--- config.mk ---
export PLATFORM = sky130hd
export DESIGN_NAME = miriscv_int_ctrl
export DESIGN_NICKNAME = d
export VERILOG_FILES = /design/src/rtl/miriscv_int_pkg.sv /design/src/rtl/miriscv_int_ctrl.sv
export SDC_FILE = /design/constraint.sdc
export NUM_CORES = 1
export LEC_CHECK = 0
export CAP_MARGIN = 20
export CORE_UTILIZATION = 30
export DETAILED_ROUTE_END_ITERATION = 7
export DONT_BUFFER_PORTS = 1
export PLACE_DENSITY_LB_ADDON = 0.1
export SKIP_CTS_REPAIR_TIMING = 1
export SLEW_MARGIN = 15
export SYNTH_ARGS = -nofsm -noshare
export SYNTH_HDL_FRONTEND = slang
export SYNTH_SLANG_ARGS = --single-unit
--- constraint.sdc ---
create_clock -name clk_i -period 5.6 [get_ports clk_i]
set_input_delay 0.84 -clock clk_i [delete_from_list [all_inputs] [get_ports clk_i]]
set_output_delay 0.84 -clock clk_i [all_outputs]
set_load 0.005 [all_outputs]
--- src/rtl/miriscv_int_pkg.sv ---
// Shared types and constants for the miriscv interrupt controller.
package miriscv_int_pkg;

    typedef enum logic [1:0] {
        SCAN   = 2'd0,
        SERVE  = 2'd1,
        FINISH = 2'd2
    } int_state_e;

    localparam int MCAUSE_INT_BIT  = 31;
    localparam int INT_NUM_DEFAULT = 32;

endpackage

--- src/rtl/miriscv_int_ctrl.sv ---
// Interrupt controller: masks level requests with mie, picks one by rotating scan,
// pulses int_o with mcause, and returns a one-hot int_fin_o once the core is done.
module miriscv_int_ctrl
    import miriscv_int_pkg::*;
#(
    parameter int INT_NUM = INT_NUM_DEFAULT
) (
    input  logic               clk_i,
    input  logic               rst_n_i,
    input  logic [INT_NUM-1:0] int_req_i,
    input  logic [INT_NUM-1:0] mie_i,
    input  logic               int_rst_i,
    output logic               int_o,
    output logic [31:0]        mcause_o,
    output logic [INT_NUM-1:0] int_fin_o
);

    localparam int CW = $clog2(INT_NUM);
    localparam logic [INT_NUM-1:0] FIN_BASE = {{(INT_NUM-1){1'b0}}, 1'b1};

    // Interrupt flag plus the line index in the low five bits.
    function automatic logic [31:0] mcause_of(input logic [CW-1:0] idx);
        logic [31:0] m;
        m                 = 32'h0000_0000;
        m[MCAUSE_INT_BIT] = 1'b1;
        m[4:0]            = 5'(idx);
        return m;
    endfunction

    int_state_e         r_state, w_state_nxt;
    logic [CW-1:0]      r_cnt, w_cnt_nxt;
    logic               r_int, w_int_nxt;
    logic [31:0]        r_mcause, w_mcause_nxt;
    logic [INT_NUM-1:0] r_fin, w_fin_nxt;
    logic               w_hit;

    assign w_hit = int_req_i[r_cnt] & mie_i[r_cnt];

    // Next-state and next-output logic of the scan/serve/finish machine.
    always_comb begin
        w_state_nxt  = r_state;
        w_cnt_nxt    = r_cnt;
        w_int_nxt    = 1'b0;
        w_mcause_nxt = r_mcause;
        w_fin_nxt    = {INT_NUM{1'b0}};
        case (r_state)
            SCAN: begin
                if (w_hit) begin
                    w_state_nxt  = SERVE;
                    w_int_nxt    = 1'b1;
                    w_mcause_nxt = mcause_of(r_cnt);
                end else begin
                    w_cnt_nxt = r_cnt + CW'(1);
                end
            end
            SERVE: begin
                // Service completes only on mret; request or mask changes are ignored here.
                if (int_rst_i) begin
                    w_state_nxt = FINISH;
                    w_fin_nxt   = FIN_BASE << r_cnt;
                end else begin
                    w_state_nxt = SERVE;
                end
            end
            FINISH: begin
                w_state_nxt  = SCAN;
                w_cnt_nxt    = r_cnt + CW'(1);
                w_mcause_nxt = 32'h0000_0000;
            end
            default: begin
                w_state_nxt  = SCAN;
                w_cnt_nxt    = {CW{1'b0}};
                w_mcause_nxt = 32'h0000_0000;
            end
        endcase
    end

    // State, scan counter and registered outputs.
    always_ff @(posedge clk_i or negedge rst_n_i) begin
        if (!rst_n_i) begin
            r_state  <= SCAN;
            r_cnt    <= {CW{1'b0}};
            r_int    <= 1'b0;
            r_mcause <= 32'h0000_0000;
            r_fin    <= {INT_NUM{1'b0}};
        end else begin
            r_state  <= w_state_nxt;
            r_cnt    <= w_cnt_nxt;
            r_int    <= w_int_nxt;
            r_mcause <= w_mcause_nxt;
            r_fin    <= w_fin_nxt;
        end
    end

    assign int_o     = r_int;
    assign mcause_o  = r_mcause;
    assign int_fin_o = r_fin;

endmodule

==> impl_metrics.ini, run 1 <==
[run_status]
status = finished, final reports clean

[yosys]
synth.area.top_cells = dfrtp_1 (46%), buf_4 (8.5%), nand2_1 (6.7%)
synth_top_area_share_pct = 46.5
synth_area_per_cell_um2 = 9.24
ys_ff_latch = 46
synth-edff-count = 0
synth_top_area_cell = dfrtp_1
ys_types = 39
syn_inst = 268
ys_warn_count = 0
synthesis.area_um2 = 2480
async_flop_share_pct = 100
synthFlopType = dfrtp_1
ys_seq_area_share_pct = 46.5

[cells_and_area]
postLayoutCoreUtil_pct = 32.3
synthToLayoutAreaGrowth_pct = 2.22
antenna_cells = 0
drive_above_1_share_pct = 4.17
fin_nets = 336
fin_cells = 366
fill_cells = 873

[global_routing]
antenna_found_initial = 0
grt_max_degree = 47
grt_pass1_wl_um = 8760
grt_usage_pct = 12.9
grt.overflow.total = 0
first_global_vias = 1702

[pwr]
power_density_nw_per_um2 = 455
p_sw_share_pct = 40.8
leakagePower_nw = 1.13
p_switching_w = 0.000470
vdd_drop_max_v = 0.000276
combinationalPowerShare_pct = 34.8
pwr-share-seq_pct = 44.3
internal_power_w = 0.000683
clockPowerShare_pct = 20.8
fin_total_pwr_w = 0.00115

[setup_path]
critPathCaptureType = flop
startpoint = r_cnt[0]
required_ns = 5.81
arrival_ns = 2.66
rr_endpoint = r_cnt[4]
cp-start-kind = flop
critical_path.endpoint = r_cnt[4]
crit_fanout = 32
r2r_slack_ns = 3.15
r2r_start = r_cnt[0]
critical_path_class = flop to flop
rr_worst_depth = 6

[timing]
relSlewSlack_pct = 38.5
worst_clock_skew_ns = 0.00452
max_freq_mhz = 409
finalCriticalPeriod_ns = 2.45
finalSetupViolCount = 0
rsz0062_at_grt = false
setup_tns_ns = 0
hold_viol = 0
worst_pin_slew_ns = 0.923
drv_slew = 0
finalCritPeriodShare_pct = 43.7

[placement]
hpwl_um = 3990
dpl.cell_count = 358
io_buffers = 0
routabilityCongestion = 0.694

[floorplanning]
start_util_pct = 31.6
pin_count = 132
rows = 32
core_um2 = 7850
chipHeight_um = 92.9
die_w_um = 92.9
floorplan.die_area_um2 = 8620

[clocking]
ctsLongestPathBuffers = 2
cts_buffers = 5
root_buffer = clkbuf_8
clock-sinks = 46
clock_latency_ns = 0.29
cts_max_level = 2
cts_tree = built
clk_pin_slew_worst_paths_ns = 0.09

[detailed_routing]
postRouteAntennaNets = 0
drtIter0Drc = 47
wirelength_um = 5460
avgRoutedWirePerCell_um = 14.9
via_per_inst = 4.76
drc = 0
num_vias = 1743
dr.pass1.iters = 4

[job]
maxCapViolCount = 0

[hold_path]
hp-class = input port to async pin
[power groups by stage]
stage                     registers, W  logic [W]  clock network, W
after global placement        0.000518   0.000409                 0
final                         0.000511   0.000401          0.000240
after global routing          0.000530   0.000463          0.000260
after CTS                     0.000512   0.000409          0.000249
after floorplan               0.000419   0.000441                 0
after detailed placement      0.000517   0.000407                 0
[metal layers]
metal | part of all wire [%] | GRT usage, %
met5 | 0 | 0
met1 | 46 | 18.0
met4 | 0.27 | 2.44
met3 | 7.3 | 4.11
met2 | 47 | 19.5
[kinds of logic (layout without fill, tap and decap cells)]
| group | Yosys count | count (layout) | share of synthesized area [%] |
|---|---|---|---|
| AND/OR/NAND/NOR | 123 | 123 | 23.2 |
| flip-flops | 46 | 46 | 46.5 |
| buffers and inverters | 44 | 15 | 12.2 |
| AO/OA/AOI/OAI | 42 | 42 | 12.5 |
| adder cells (fa/ha/maj) | 6 | 6 | 3.03 |
| multiplexers | 5 | 5 | 2.02 |
| other | 1 | 26 | 0.151 |
| XOR/XNOR | 1 | 1 | 0.354 |
[critical path, cell delays in order (launching register included)]
cell and delay (ns):
dfrtp_1 0.95, nor2b_1 0.24, o21ai_0 0.10, a41oi_1 0.27, o211ai_2 0.20, or4_1 0.50
o211ai_1 0.10
[registers in the layout, summed over array words and instances (netlist names)]
register	flops
int_fin_o	32
mcause_o	6
r_cnt	5
r_state	2
int_o	1
[cells in the final DEF (no fill, tap or decap), drive strengths merged, types with 3 or more instances in the layout]
cell and instances:
dfrtp 46, nand2 44, nor2 36, conb 26, o211ai 14, nand2b 11
nand3 10, o21ai 9, inv 7, ha 6, clkbuf 6, nor2b 5
mux2i 5, and3 4, a41oi 4, nand3b 4, o2111ai 3, a31oi 3
nand4 3, a21oi 3, o2bb2ai 3
[worst min-delay path by stage]
stage	start	to	slack [ns]	cells past startpoint
2_1_floorplan	mcause_o[31]	mcause_o[31]	0.51	2
3_3_place_gp	mcause_o[31]	mcause_o[31]	0.54	2
3_5_place_dp	mcause_o[31]	mcause_o[31]	0.54	2
4_1_cts	rst_n_i	r_cnt[4]	0.22	0
5_1_grt	rst_n_i	int_fin_o[1]	0.21	0
6_report	rst_n_i	int_fin_o[2]	0.24	0
[layout make-up]
type / instances / area (µm²) / share of cell area, %
flip-flops and latches: 46 / 1150 / 45.5
multi-input cells: 203 / 1120 / 44.1
well taps: 102 / 128 / 5.04
clock buffers: 6 / 72.6 / 2.87
clock inverters: 2 / 37.5 / 1.48
inverters: 7 / 26.3 / 1.04
[stage by stage]
step           area [µm²]  setup slack (ns)  hold WS (ns)
6_report             2530              3.15         0.237
4_1_cts              2530              3.14         0.223
3_5_place_dp         2420              3.17         0.543
3_3_place_gp         2420              3.18         0.539
5_1_grt              2530              2.92         0.214
2_1_floorplan        2570              3.60         0.511
[cell usage after synthesis (3+ instances only)]
cell / count
buf_2: 3
clkbuf_1: 3
a41oi_1: 4
and3_1: 4
a31oi_1: 3
nand2b_1: 11
a21oi_1: 3
inv_1: 6
nor2b_1: 5
nand3b_1: 4
o21ai_0: 9
nor2_1: 36
buf_4: 28
dfrtp_1: 46
o211ai_1: 13
ha_1: 6
nand2_1: 44
nand4_1: 3
o2bb2ai_1: 3
mux2i_1: 5
o2111ai_1: 3
nand3_1: 9
Power figures use the tool's default switching activity.
==> run 2: changes to the inputs <==
==> constraint.sdc (replaced) <==
create_clock -name clk_i -period 2.4 [get_ports clk_i]
set_input_delay 0.36 -clock clk_i [delete_from_list [all_inputs] [get_ports clk_i]]
set_output_delay 0.36 -clock clk_i [all_outputs]
set_load 0.005 [all_outputs]
==> run 2 against run 1 <==
Compared with the run above:
- sequential cell count unchanged
- count of clock-buffer cells in the layout is the same
- first-iteration DRC count is 43% lower
==> impl_metrics.ini, run 2 (synthesis gave the netlist of run 1 again) <==
[run_status]
status = finished, final reports clean

[floorplanning]
floorplan.die_area_um2 = 8620
rows = 32
start_util_pct = 31.6
pin_count = 132
die_w_um = 92.9
chipHeight_um = 92.9
core_um2 = 7850

[pwr]
p_switching_w = 0.00114
p_sw_share_pct = 42.1
pwr-share-seq_pct = 39.0
combinationalPowerShare_pct = 43.7
internal_power_w = 0.00156
clockPowerShare_pct = 17.3
power_density_nw_per_um2 = 1040
leakagePower_nw = 1.19
vdd_drop_max_v = 0.000437

[setup_path]
arrival_ns = 2.31
crit_chain = buf_4 -> nand3b_1 -> a31oi_1 -> nand4_1 -> o221ai_2 -> nand3_2 -> mux2i_1
critical_path.slowest_cell = dfrtp_1
critPathCaptureType = flop
r2r_slack_ns = 0.28
critPathTopFamily = simple AND/OR/NAND/NOR gates
critical_path_class = flop to flop
r2r_start = r_cnt[0]
rr_endpoint = mcause_o[0]
rr_worst_depth = 7
path_buf_inv = 1
required_ns = 2.58
cp-start-kind = flop
critPathMaxStageDelay_ns = 0.49
crit_fanout = 17

[detailed_routing]
dr.pass1.iters = 4
postRouteAntennaNets = 0
avgRoutedWirePerCell_um = 15.0
drc = 0
via_per_inst = 4.69
drtIter0Drc = 27
wirelength_um = 5650
num_vias = 1762

[clocking]
root_buffer = clkbuf_8
cts_buffers = 5
cts_tree = built
clock-sinks = 46
clock_latency_ns = 0.30
cts_max_level = 2
ctsLongestPathBuffers = 2
clk_pin_slew_worst_paths_ns = 0.09

[timing]
rsz0062_at_grt = false
hold_viol = 0
setup_tns_ns = 0
finalCriticalPeriod_ns = 2.12
finalCritPeriodShare_pct = 88.5
drv_slew = 0
fin_ws_ns = 0.276
max_freq_mhz = 471
fin_hold_ws_ns = 0.228
worst_clock_skew_ns = 0.00540
finalSetupViolCount = 0

[cells_and_area]
synthToLayoutAreaGrowth_pct = 5.20
fin_nets = 346
drive_above_1_share_pct = 7.30
layout_common_cells = dfrtp_1 (46), nand2_1 (44), nor2_1 (36), conb_1 (26), o211ai_1 (13)
antenna_cells = 0
largest_register_ffs = 32
mostFrequentLayoutCell = dfrtp_1

[hold_path]
worstHoldEndpoint = r_state[0]
worstHoldStart = int_rst_i
hp-class = input port to flop
hold-path-cell-count = 2

[global_routing]
grt_max_degree = 47
first_global_vias = 1798
grt.overflow.total = 0
antenna_found_initial = 0
grt_usage_pct = 13.2
grt_pass1_wl_um = 8860

[placement]
hpwl_um = 4220
routabilityCongestion = 0.719
dp_slack_ns = 0.295
io_buffers = 0

[job]
maxCapViolCount = 0
[run 2: cell count changes in the layout (fill, tap and decap cells not counted), sizes merged]
cell / previous run / this run
clkinv: 0 / 2
dlygate4sd3: 0 / 1
clkinvlp: 1 / 0
buf: 0 / 9
bufinv: 1 / 0
[run 2: power by group through the flow]
| stage | Clock [W] | Sequential (W) | Combinational [W] |
|---|---|---|---|
| floorplan | 0 | 0.000979 | 0.00103 |
| global placement | 0 | 0.00107 | 0.00117 |
| detailed placement | 0 | 0.00107 | 0.00117 |
| CTS | 0.000490 | 0.00106 | 0.00118 |
| global route | 0.000511 | 0.00108 | 0.00134 |
| finish | 0.000466 | 0.00105 | 0.00118 |
[run 2: layer usage]
layer | wire, µm | vias up | global-route usage [%]
met3 | 339 | 8 | 3.78
li1 | - | 863 | -
met1 | 2640 | 830 | 17.5
met2 | 2620 | 61 | 21.0
met5 | 0 | - | 0
met4 | 58 | 0 | 3.59
[run 2: final cells by class]
cell class	instances	area [µm²]
sequential	46	1150
fill	850	5240
clock buffer	6	72.6
tap	102	128
inverter	7	26.3
timing repair buffer	10	97.6
clock inverter	2	13.8
multi-input combinational	203	1120
[run 2: worst max path at each step]
stage             start            to  slack [ns]  cells past startpoint
2_1_floorplan  r_cnt[0]      r_cnt[4]        0.62                      8
3_3_place_gp   r_cnt[0]   mcause_o[1]        0.33                      7
3_5_place_dp   r_cnt[0]   mcause_o[2]        0.30                      7
4_1_cts        r_cnt[0]   mcause_o[0]        0.29                      7
5_1_grt        r_cnt[0]  mcause_o[31]        0.12                      7
6_report       r_cnt[0]   mcause_o[0]        0.28                      7
[run 2: metrics by stage]
stage / cells / instance area (µm²) / utilization, % / total power (W)
final: 376 / 2610 / 33.2 / 0.00270
after global routing: 376 / 2610 / 33.2 / 0.00293
after CTS: 374 / 2570 / 32.7 / 0.00272
after detailed placement: 366 / 2480 / 31.6 / 0.00224
after global placement: 366 / 2480 / 31.6 / 0.00225
after floorplan: 293 / 2570 / - / 0.00201
